===== src/rtl/arbiter_dispatch_pkg.sv =====
// Shared types and helpers for the round-robin arbiter / dispatcher family.
// rr_rot_isolate is the common "search from a start lane, take the first hit" primitive.
package arbiter_dispatch_pkg;

   localparam int unsigned RR_MAX_N = 32;

   typedef logic [$clog2(RR_MAX_N)-1:0] lane_idx_t;
   typedef logic [RR_MAX_N-1:0]         lane_vec_t;

   function automatic int unsigned rr_next(input int unsigned idx, input int unsigned n);
      return (idx + 32'd1 >= n) ? 32'd0 : idx + 32'd1;
   endfunction

   // Rotates req so lane 'start' sits at bit 0, keeps the lowest set bit,
   // then rotates back. Only the low n bits take part; start is always < n.
   function automatic lane_vec_t rr_rot_isolate(input lane_vec_t   req,
                                                input int unsigned start,
                                                input int unsigned n);
      logic [2*RR_MAX_N-1:0] dbl;
      logic [2*RR_MAX_N-1:0] m64;
      lane_vec_t             mask;
      lane_vec_t             req_m;
      lane_vec_t             rot;
      lane_vec_t             iso;
      m64   = (64'd1 << n) - 64'd1;
      mask  = m64[RR_MAX_N-1:0];
      req_m = req & mask;
      if (start == 0) begin
         rot = req_m;
      end else begin
         dbl = {{RR_MAX_N{1'b0}}, req_m} | ({{RR_MAX_N{1'b0}}, req_m} << n);
         dbl = dbl >> start;
         rot = dbl[RR_MAX_N-1:0] & mask;
      end
      iso = rot & (~rot + {{(RR_MAX_N-1){1'b0}}, 1'b1});
      if (start == 0) return iso;
      dbl = {{RR_MAX_N{1'b0}}, iso} << start;
      dbl = dbl | (dbl >> n);
      return dbl[RR_MAX_N-1:0] & mask;
   endfunction

endpackage


===== src/rtl/dispatch_lane_slot.sv =====
// One-entry output slot for a dispatch lane: a load wins over a same-cycle drain,
// and the data register only changes on load so it holds under backpressure.
module dispatch_lane_slot
   import arbiter_dispatch_pkg::*;
#(
   parameter int DW = 32
) (
   input  logic          clk,
   input  logic          rst,
   input  logic          load,
   input  logic          drain,
   input  logic [DW-1:0] d,
   output logic          valid,
   output logic [DW-1:0] data
);

   always_ff @(posedge clk or posedge rst) begin
      if (rst) begin
         valid <= 1'b0;
         data  <= '0;
      end else if (load) begin
         valid <= 1'b1;
         data  <= d;
      end else if (drain) begin
         valid <= 1'b0;
      end
   end

endmodule


===== src/rtl/arbiter_round_robin_dispatch.sv =====
// 1-to-N round-robin dispatcher with one registered slot per lane.
// RR_DISPATCH_STRICT_EN: strict lane order 0,1,..,N-1 with no skipping (default: skip busy lanes).
module arbiter_round_robin_dispatch
   import arbiter_dispatch_pkg::*;
#(
   parameter int N  = 4,
   parameter int DW = 32,
   parameter int W  = $clog2(N)
) (
   input  logic            clk,
   input  logic            rst,
   input  logic            s_valid,
   output logic            s_ready,
   input  logic [DW-1:0]   s_data,
   output logic [N-1:0]    m_valid,
   input  logic [N-1:0]    m_ready,
   output logic [N*DW-1:0] m_data,
   output logic            disp_fire,
   output logic [W-1:0]    disp_id
);

   logic [N-1:0] w_free;
   logic [N-1:0] w_sel;
   logic [W-1:0] w_enc;
   logic [W-1:0] r_last_lane;
   int unsigned  w_start;
   logic         w_fire;

   // A lane draining this cycle counts as free so it can be refilled back-to-back.
   assign w_free  = ~m_valid | m_ready;
   assign w_start = rr_next(32'(r_last_lane), N);

`ifdef RR_DISPATCH_STRICT_EN
   always_comb begin
      w_sel                = '0;
      w_sel[W'(w_start)]   = w_free[W'(w_start)];
   end
   assign s_ready = |w_sel;
`else
   assign w_sel   = N'(rr_rot_isolate(RR_MAX_N'(w_free), w_start, N));
   assign s_ready = |w_free;
`endif

   always_comb begin
      w_enc = '0;
      for (int i = 0; i < N; i++) begin
         w_enc = w_enc | (W'(i) & {W{w_sel[i]}});
      end
   end

   assign w_fire    = s_valid & s_ready;
   assign disp_fire = w_fire;
   assign disp_id   = w_fire ? w_enc : '0;

   always_ff @(posedge clk or posedge rst) begin
      if (rst) begin
         r_last_lane <= W'(N - 1);
      end else if (w_fire) begin
         r_last_lane <= w_enc;
      end
   end

   for (genvar g = 0; g < N; g++) begin : g_slot
      dispatch_lane_slot #(.DW(DW)) u_slot (
         .clk   (clk),
         .rst   (rst),
         .load  (w_fire & w_sel[g]),
         .drain (m_ready[g]),
         .d     (s_data),
         .valid (m_valid[g]),
         .data  (m_data[g*DW +: DW])
      );
   end

endmodule


===== config.mk =====
export PLATFORM = sky130hd
export DESIGN_NAME = arbiter_round_robin_dispatch
export DESIGN_NICKNAME = d
export VERILOG_FILES = /design/src/rtl/arbiter_dispatch_pkg.sv /design/src/rtl/dispatch_lane_slot.sv /design/src/rtl/arbiter_round_robin_dispatch.sv
export SDC_FILE = /design/constraint.sdc
export NUM_CORES = 1
export LEC_CHECK = 0
export CAP_MARGIN = 15
export CORE_MARGIN = 2
export CORE_UTILIZATION = 30
export DETAILED_ROUTE_END_ITERATION = 7
export PLACE_DENSITY = 0.65
export SETUP_SLACK_MARGIN = 0.2
export SLEW_MARGIN = 20
export SYNTH_ARGS = -nofsm -noshare
export SYNTH_HDL_FRONTEND = slang
export SYNTH_SLANG_ARGS = --single-unit

===== constraint.sdc =====
create_clock -name clk -period 10.1 [get_ports clk]
set_clock_uncertainty 0.05 [all_clocks]
set_input_delay 2.02 -clock clk [delete_from_list [all_inputs] [get_ports clk]]
set_output_delay 2.02 -clock clk [all_outputs]
set_load 0.05 [all_outputs]

==> results of run 1 <==
-- registers in the layout, summed over array words and instances, names as in the netlist --
name,count
r_last_lane,2
g_slot.u_slot.valid,4
g_slot.u_slot.data,128
-- through the flow --
| stage | hold slack [ns] | instances |
|---|---|---|
| after floorplan | 0.4209 | 378 |
| after global placement | 0.4175 | 761 |
| after detailed placement | 0.4256 | 761 |
| after CTS | 0.4397 | 792 |
| after global routing | 0.4574 | 792 |
| final | 0.4354 | 792 |
-- critical path: cells and delay by family --
| kind | cells | cell delay (ns) |
|---|---|---|
| compound gates | 3 | 1.07 |
| buf+inv | 3 | 1.53 |
| simple gates | 4 | 1.03 |
-- per-layer routing --
layer  GRT usage (%)  vias to the layer above  share of wire, %
met5               0                        -                 0
met2           24.10                      170                48
met4           4.838                        0               1.8
met1           17.19                     1879                41
li1                -                     1700                 -
met3           6.291                       26               9.4
-- synthesized netlist by cell type --
cell type and n:
dfrtp_1 132, mux2_2 107, mux2_1 21, nand2_1 15
buf_6 9, nand2b_1 8, a21oi_1 7, nor2_1 7
o21ai_0 7, buf_2 5, buf_4 5, clkbuf_1 5
nor2b_1 5, inv_1 4, or2_2 4, nand3_1 3
nand4_1 3, o22ai_1 3, a22o_1 2, a22oi_1 2
a31oi_1 2, dfstp_2 2, a211o_1 1, a211oi_1 1
a21boi_4 1, a21oi_4 1, a221o_1 1, a221oi_1 1
a311o_1 1, buf_1 1, ha_1 1, mux2i_1 1
nand3b_1 1, nor2_2 1, nor3_1 1, o211ai_1 1
o211ai_2 1, o221a_4 1, o221ai_2 1, o32ai_1 1
o41ai_2 1, or4b_1 1
-- logic make-up (layout without fill, tap and decap cells) --
logic type / Yosys count / in the layout / synth area share, %
AOI/OAI and AO/OA: 36 / 36 / 5.282
adders and majority gates: 1 / 1 / 0.2247
and+or+nand+nor: 49 / 49 / 4.518
DFF: 134 / 134 / 60.28
buffers and inverters: 29 / 214 / 3.619
muxes: 129 / 129 / 26.07
-- layout by cell type, fill, tap and decap left out, types with 3 or more instances in the layout --
cell type / Yosys / routed
mux2_1: 21 / 21
buf_4: 5 / 5
clkbuf_16: 0 / 17
nand4_1: 3 / 3
nand2b_1: 8 / 8
nand2_1: 15 / 15
clkdlybuf4s50_1: 0 / 174
nor2_1: 7 / 7
o22ai_1: 3 / 3
clkbuf_8: 0 / 4
a21oi_1: 7 / 6
inv_1: 4 / 3
o21ai_0: 7 / 7
mux2_2: 107 / 107
nor2b_1: 5 / 5
nand3_1: 3 / 3
or2_2: 4 / 4
dfrtp_1: 132 / 132
-- area by class of cell --
class,count,area (sq um),share of cell area (%)
multi-input combinational,215,2022,25.08
clock inverter,10,120.1,1.490
clock buffer,21,480.5,5.960
inverter,4,17.52,0.2173
sequential,134,3356,41.63
timing repair buffer,179,1779,22.07
tap,229,286.5,3.554
-- worst paths after layout --
check,end,depth (start not counted),start,slack [ns]
min in group asynchronous,g_slot[3].u_slot.data[19]$_DFFE_PP0P_,2,rst,2.07
setup reg to reg,g_slot[0].u_slot.data[30]$_DFFE_PP0P_,8,r_last_lane[0]$_DFFE_PP1P_,5.93
hold / removal,g_slot[3].u_slot.data[16]$_DFFE_PP0P_,1,g_slot[3].u_slot.data[16]$_DFFE_PP0P_,0.44
max in group asynchronous,g_slot[0].u_slot.data[18]$_DFFE_PP0P_,3,rst,6.51
hold reg to reg,g_slot[3].u_slot.data[16]$_DFFE_PP0P_,1,g_slot[3].u_slot.data[16]$_DFFE_PP0P_,0.44
setup / recovery,disp_id[1],10,m_ready[1],2.37
==> metrics.md, run 1 <==
| Metric | Value |
|---|---|
| IO Port Bufs | `174` |
| Synth Warn # | `0` |
| Routability Congestion | `a little over 1` |
| Total gr overflow | `0` |
| CP max-delay cell | `clkdlybuf4s50_1` |
| Routed len/inst | `around 18 microns` |
| First-pass GRT wire length | `22570 microns` |
| RSZ-0062 raised after global routing | `false` |
| Filler Cells Inserted | `about 1600` |
| CP most frequent cell | `clkdlybuf4s50_1` |
| Antenna viol nets, final | `0` |
| N_diodes | `0` |
| Worst endpoint data arrival time | `about 5.7 ns` |
| Synth Register Bits | `approximately 130` |
| Cell taking the most area after synthesis | `dfrtp_1` |
| Clk Latency, worst-skew pair | `slightly above 0.4 ns` |
| Relative slew slack | `41.27%` |
| Post-synthesis cell count | `378` |
| Placed cell areas | `7461 sq um` |
| Die Y | `about 140 microns` |
| IO Count | `between 150 and 200` |
| Residual DRC | `0` |
| Min-delay worst type | `flip-flop to flip-flop` |
| Critical path class | `input port to output port` |
| Starting DRT DRC Count | `between 200 and 250` |
| Die extent in x | `140.2 microns` |
| CTS tree | `built` |
| Final Hold Violating Endpoints | `0` |
| Outcome | `finished clean` |
| Synthesized Nets | `418` |
| Max-capacitance violation count | `0` |
| Setup WS pre-CTS | `approximately 2.5 ns` |
| Clock root cell | `clkbuf_16` |
| Final net count | `approximately 600` |
| Clock sinks | `about 130` |
| Synth top area cells | `dfrtp_1, mux2_2, mux2_1, buf_6, nand2_1` |
| DRT Pass-1 Iters | `4` |
| Register area share after synthesis | `60.28%` |
| Critical Path End Type | `output port` |
| Starting density of the core | `30.78%` |
| Final Core Density | `between 40% and 50%` |
| Worst path max stage delay | `0.81 ns` |
| Area Growth Syn to Fin | `44.82%` |
| Drt via density | `around 4.8` |
| Final Slew Violations | `0` |
| Maximum fanout along the worst path | `34` |
| Total negative slack | `0 ns` |
| Initial antenna violation count | `0` |
| Tcrit/Tclk final | `76.53%` |
| Cts hold-fix bufs | `0` |
| CTS-repair resized insts | `0` |
| Core Area | `~18000 sq um` |
| Final WL | `roughly 14000 microns` |
| Required @ worst endpoint | `8.03 ns` |
| Worst-path cell chain | `clkdlybuf4s50_1 -> nor2b_1 -> nand2_1 -> a211oi_1 -> nand4_1 -> a311o_1 -> a21boi_4 -> buf_4 -> nand2b_1 -> clkdlybuf4s50_1` |
| Clock-pin slew on the worst setup and hold paths | `approximately 0.06 ns` |
| Post-CTS setup buffer count | `0` |
| Largest net degree at the start of global routing | `71` |
| Die area | `roughly 20000 sq um` |
| Layout cell share with drive strength beyond 1 | `~28%` |
| Via count | `3775` |
| Synth cell types | `42` |
| HPWL after detailed placement | `between 9000 and 10000 microns` |
| Tot GR Track Use | `between 10% and 20%` |
| Num rows | `between 40 and 50` |
| CP startpoint kind | `input port` |
| Final Cell Area | `8061 sq um` |
| H-tree levels | `4` |
| Mapped Area | `around 5600 sq um` |
| Yosys top cell area share | `about three fifths` |
| TritonCTS buffer count | `17` |
| Slack of the critical path | `between 2 and 2.5 ns` |
| Worst-Margin Slew | `just under 0.9 ns` |
| CTS Buffer Depth | `2` |
| Fmax | `between 0.1 and 0.15 GHz` |
| Vias in the first global route | `between 4000 and 5000` |
| Final min period | `around 7.7 ns` |
| Final setup fails | `0` |
| Avg Inst Size Synth | `around 15 sq um` |
Power of run 1 is not shown: default switching activity piles up to over one toggle a cycle in this logic, so the estimate is an artifact.
==> run 2, diff against run 1 <==
--- a/config.mk
+++ b/config.mk
@@ -9,7 +9,7 @@
 export CORE_MARGIN = 2
 export CORE_UTILIZATION = 30
 export DETAILED_ROUTE_END_ITERATION = 7
-export PLACE_DENSITY = 0.65
+export PLACE_DENSITY = 0.67
 export SETUP_SLACK_MARGIN = 0.2
 export SLEW_MARGIN = 20
 export SYNTH_ARGS = -nofsm -noshare
==> constraint.sdc (replaced) <==
create_clock -name clk -period 6.78 [get_ports clk]
set_clock_uncertainty 0.05 [all_clocks]
set_input_delay 1.356 -clock clk [delete_from_list [all_inputs] [get_ports clk]]
set_output_delay 1.356 -clock clk [all_outputs]
set_load 0.05 [all_outputs]
==> metrics.md, run 2 (same netlist as run 1, synthesis figures left out) <==
| Metric | Value |
|---|---|
| CTS Buffer Depth | `2` |
| Hold endpoint | `g_slot[2].u_slot.data[22]$_DFFE_PP0P_` |
| H-tree levels | `4` |
| Worst Path Buf+Inv | `2` |
| Final net count | `~590` |
| Drt via density | `between 4 and 5` |
| Tcrit/Tclk final | `90.12%` |
| Post-CTS setup buffer count | `0` |
| Final Hold Violating Endpoints | `0` |
| Area Growth Syn to Fin | `45.02%` |
| TritonCTS buffer count | `17` |
| Layout cell share with drive strength beyond 1 | `between 20% and 30%` |
| Vias in the first global route | `about 4100` |
| Residual DRC | `0` |
| CTS-repair resized insts | `0` |
| IO Count | `175` |
| Worst path max stage delay | `approximately 0.88 ns` |
| N_diodes | `0` |
| Biggest register | `g_slot.u_slot.data` |
| RSZ-0062 raised after global routing | `false` |
| CP most frequent cell | `clkdlybuf4s50_1` |
| Die area | `a little under 20000 sq um` |
| Max reg flops | `128` |
| Min-delay worst type | `flip-flop to flip-flop` |
| Clock-pin slew on the worst setup and hold paths | `roughly 0.060 ns` |
| Clock root cell | `clkbuf_16` |
| Max-capacitance violation count | `0` |
| First-pass GRT wire length | `~23000 microns` |
| Clock sinks | `roughly 130` |
| Slack of the critical path | `0.6696 ns` |
| Most frequent cells in the layout | `clkdlybuf4s50_1, dfrtp_1, mux2_2, mux2_1, clkbuf_16` |
| Setup WS pre-CTS | `0.7676 ns` |
| Routed len/inst | `18.06 microns` |
| Antenna viol nets, final | `0` |
| HPWL after detailed placement | `between 9000 and 10000 microns` |
| Routability Congestion | `roughly 0.95` |
| Worst-path cell chain | `clkdlybuf4s50_1 -> nor2b_1 -> nand2_1 -> a211oi_1 -> nand4_1 -> a311o_1 -> a21boi_4 -> nand2b_1 -> clkdlybuf4s50_1` |
| Required @ worst endpoint | `5.37 ns` |
| FF-to-FF path depth | `8` |
| Multi-input logic area | `between 2000 and 2500 sq um` |
| Cts hold-fix bufs | `0` |
| Starting DRT DRC Count | `roughly 240` |
| Most common cell after layout, fill and taps aside | `clkdlybuf4s50_1` |
| Die Y | `between 100 and 150 microns` |
| IO Port Bufs | `approximately 170` |
| Num rows | `~50` |
| Worst R2R Start | `r_last_lane[0]$_DFFE_PP1P_` |
| Maximum fanout along the worst path | `9` |
| Starting density of the core | `a little under a third` |
| Largest net degree at the start of global routing | `85` |
| Worst-Margin Slew | `around 0.75 ns` |
| Total negative slack | `0 ns` |
| Final Non-Filler Cells | `between 700 and 800` |
| Critical path class | `input port to output port` |
| Via count | `around 3800` |
| Relative slew slack | `about half` |
| Final Slew Violations | `0` |
| Crit-path leading delay family | `buffers and inverters` |
| Tot GR Track Use | `between 15 and 20%` |
| Fmax | `about 0.16 GHz` |
| Min-delay src | `g_slot[2].u_slot.data[22]$_DFFE_PP0P_` |
| Placed Cells | `approximately 760` |
| Core Area | `18090 sq um` |
| Regs by FF count | `g_slot.u_slot.data: 128 flops, g_slot.u_slot.valid: 4 flops, r_last_lane: 2 flops` |
| Die extent in x | `around 140 microns` |
| Outcome | `finished clean` |
| Initial antenna violation count | `0` |
| Total gr overflow | `0` |
| FF+latch area | `about 3400 sq um` |
| Final min period | `~6 ns` |
| Final setup fails | `0` |
| Clk Latency, worst-skew pair | `0.40 ns` |
| Hold path depth | `1` |
| Final WL | `14320 microns` |
| DRT Pass-1 Iters | `4` |
| CTS tree | `built` |
| Worst endpoint data arrival time | `4.70 ns` |
| CP max-delay cell | `clkdlybuf4s50_1` |
| Critical Path End Type | `output port` |
| Flop2flop setup slack | `between 2 and 3 ns` |
| Filler Cells Inserted | `roughly 1700` |
| R2R Path End | `g_slot[0].u_slot.data[25]$_DFFE_PP0P_` |
| CP startpoint kind | `input port` |
run 2: layout make-up:
type	instances	share of cell area, %
multi-input cells	215	25.05
clock buffers	23	6.169
well taps	229	3.549
inverters	4	0.2480
clock inverters	9	1.410
flip-flops and latches	134	41.57
repair buffers	179	22.01
run 2: worst max-delay path by stage:
| stage | end | cells after the start | start |
|---|---|---|---|
| final | disp_id[1] | 9 | m_ready[1] |
| after CTS | disp_id[1] | 9 | m_ready[1] |
| after floorplan | disp_id[0] | 10 | m_ready[0] |
| after global routing | disp_id[1] | 9 | m_ready[1] |
| after global placement | disp_id[1] | 9 | m_ready[1] |
| after detailed placement | disp_id[1] | 9 | m_ready[1] |
run 2: per-stage QoR:
stage | instance area, sq um | hold WS (ns) | util [%]
floorplan | 5567 | 0.4209 | -
global placement | 7458 | 0.4197 | 41.24
detailed placement | 7458 | 0.4298 | 41.24
CTS | 8070 | 0.4427 | 44.62
global route | 8073 | 0.4598 | 44.64
finish | 8073 | 0.4410 | 44.64
run 2: worst register-to-register path, stage by stage, from the launching register on:
cell and delay (ns):
dfstp_2 0.69, ha_1 0.55, nor2b_1 0.47, a21oi_1 0.11, a211oi_1 0.45, nand4_1 0.23
a21oi_4 0.67, buf_4 0.43, mux2_2 0.39
run 2: layer usage:
metal | routed length, microns | GRT usage [%] | vias to the layer above | share of wire, %
li1 | - | - | 1698 | -
met1 | 5939 | 18.54 | 1939 | 41
met2 | 6856 | 24.54 | 177 | 48
met3 | 1288 | 6.222 | 22 | 9.0
met4 | 237 | 5.051 | 0 | 1.7
met5 | 0 | 0 | - | 0
Power of run 2 is left out for the same reason.
==> run 3, diff against run 2 <==
--- a/config.mk
+++ b/config.mk
@@ -11,6 +11,7 @@
 export DETAILED_ROUTE_END_ITERATION = 7
 export PLACE_DENSITY = 0.67
 export SETUP_SLACK_MARGIN = 0.2
+export SKIP_LAST_GASP = 1
 export SLEW_MARGIN = 20
 export SYNTH_ARGS = -nofsm -noshare
 export SYNTH_HDL_FRONTEND = slang
==> results of run 3 <==
The final DEF is identical to that of run 2; final timing and power are the same.
Power of run 3 is left out for the same reason.
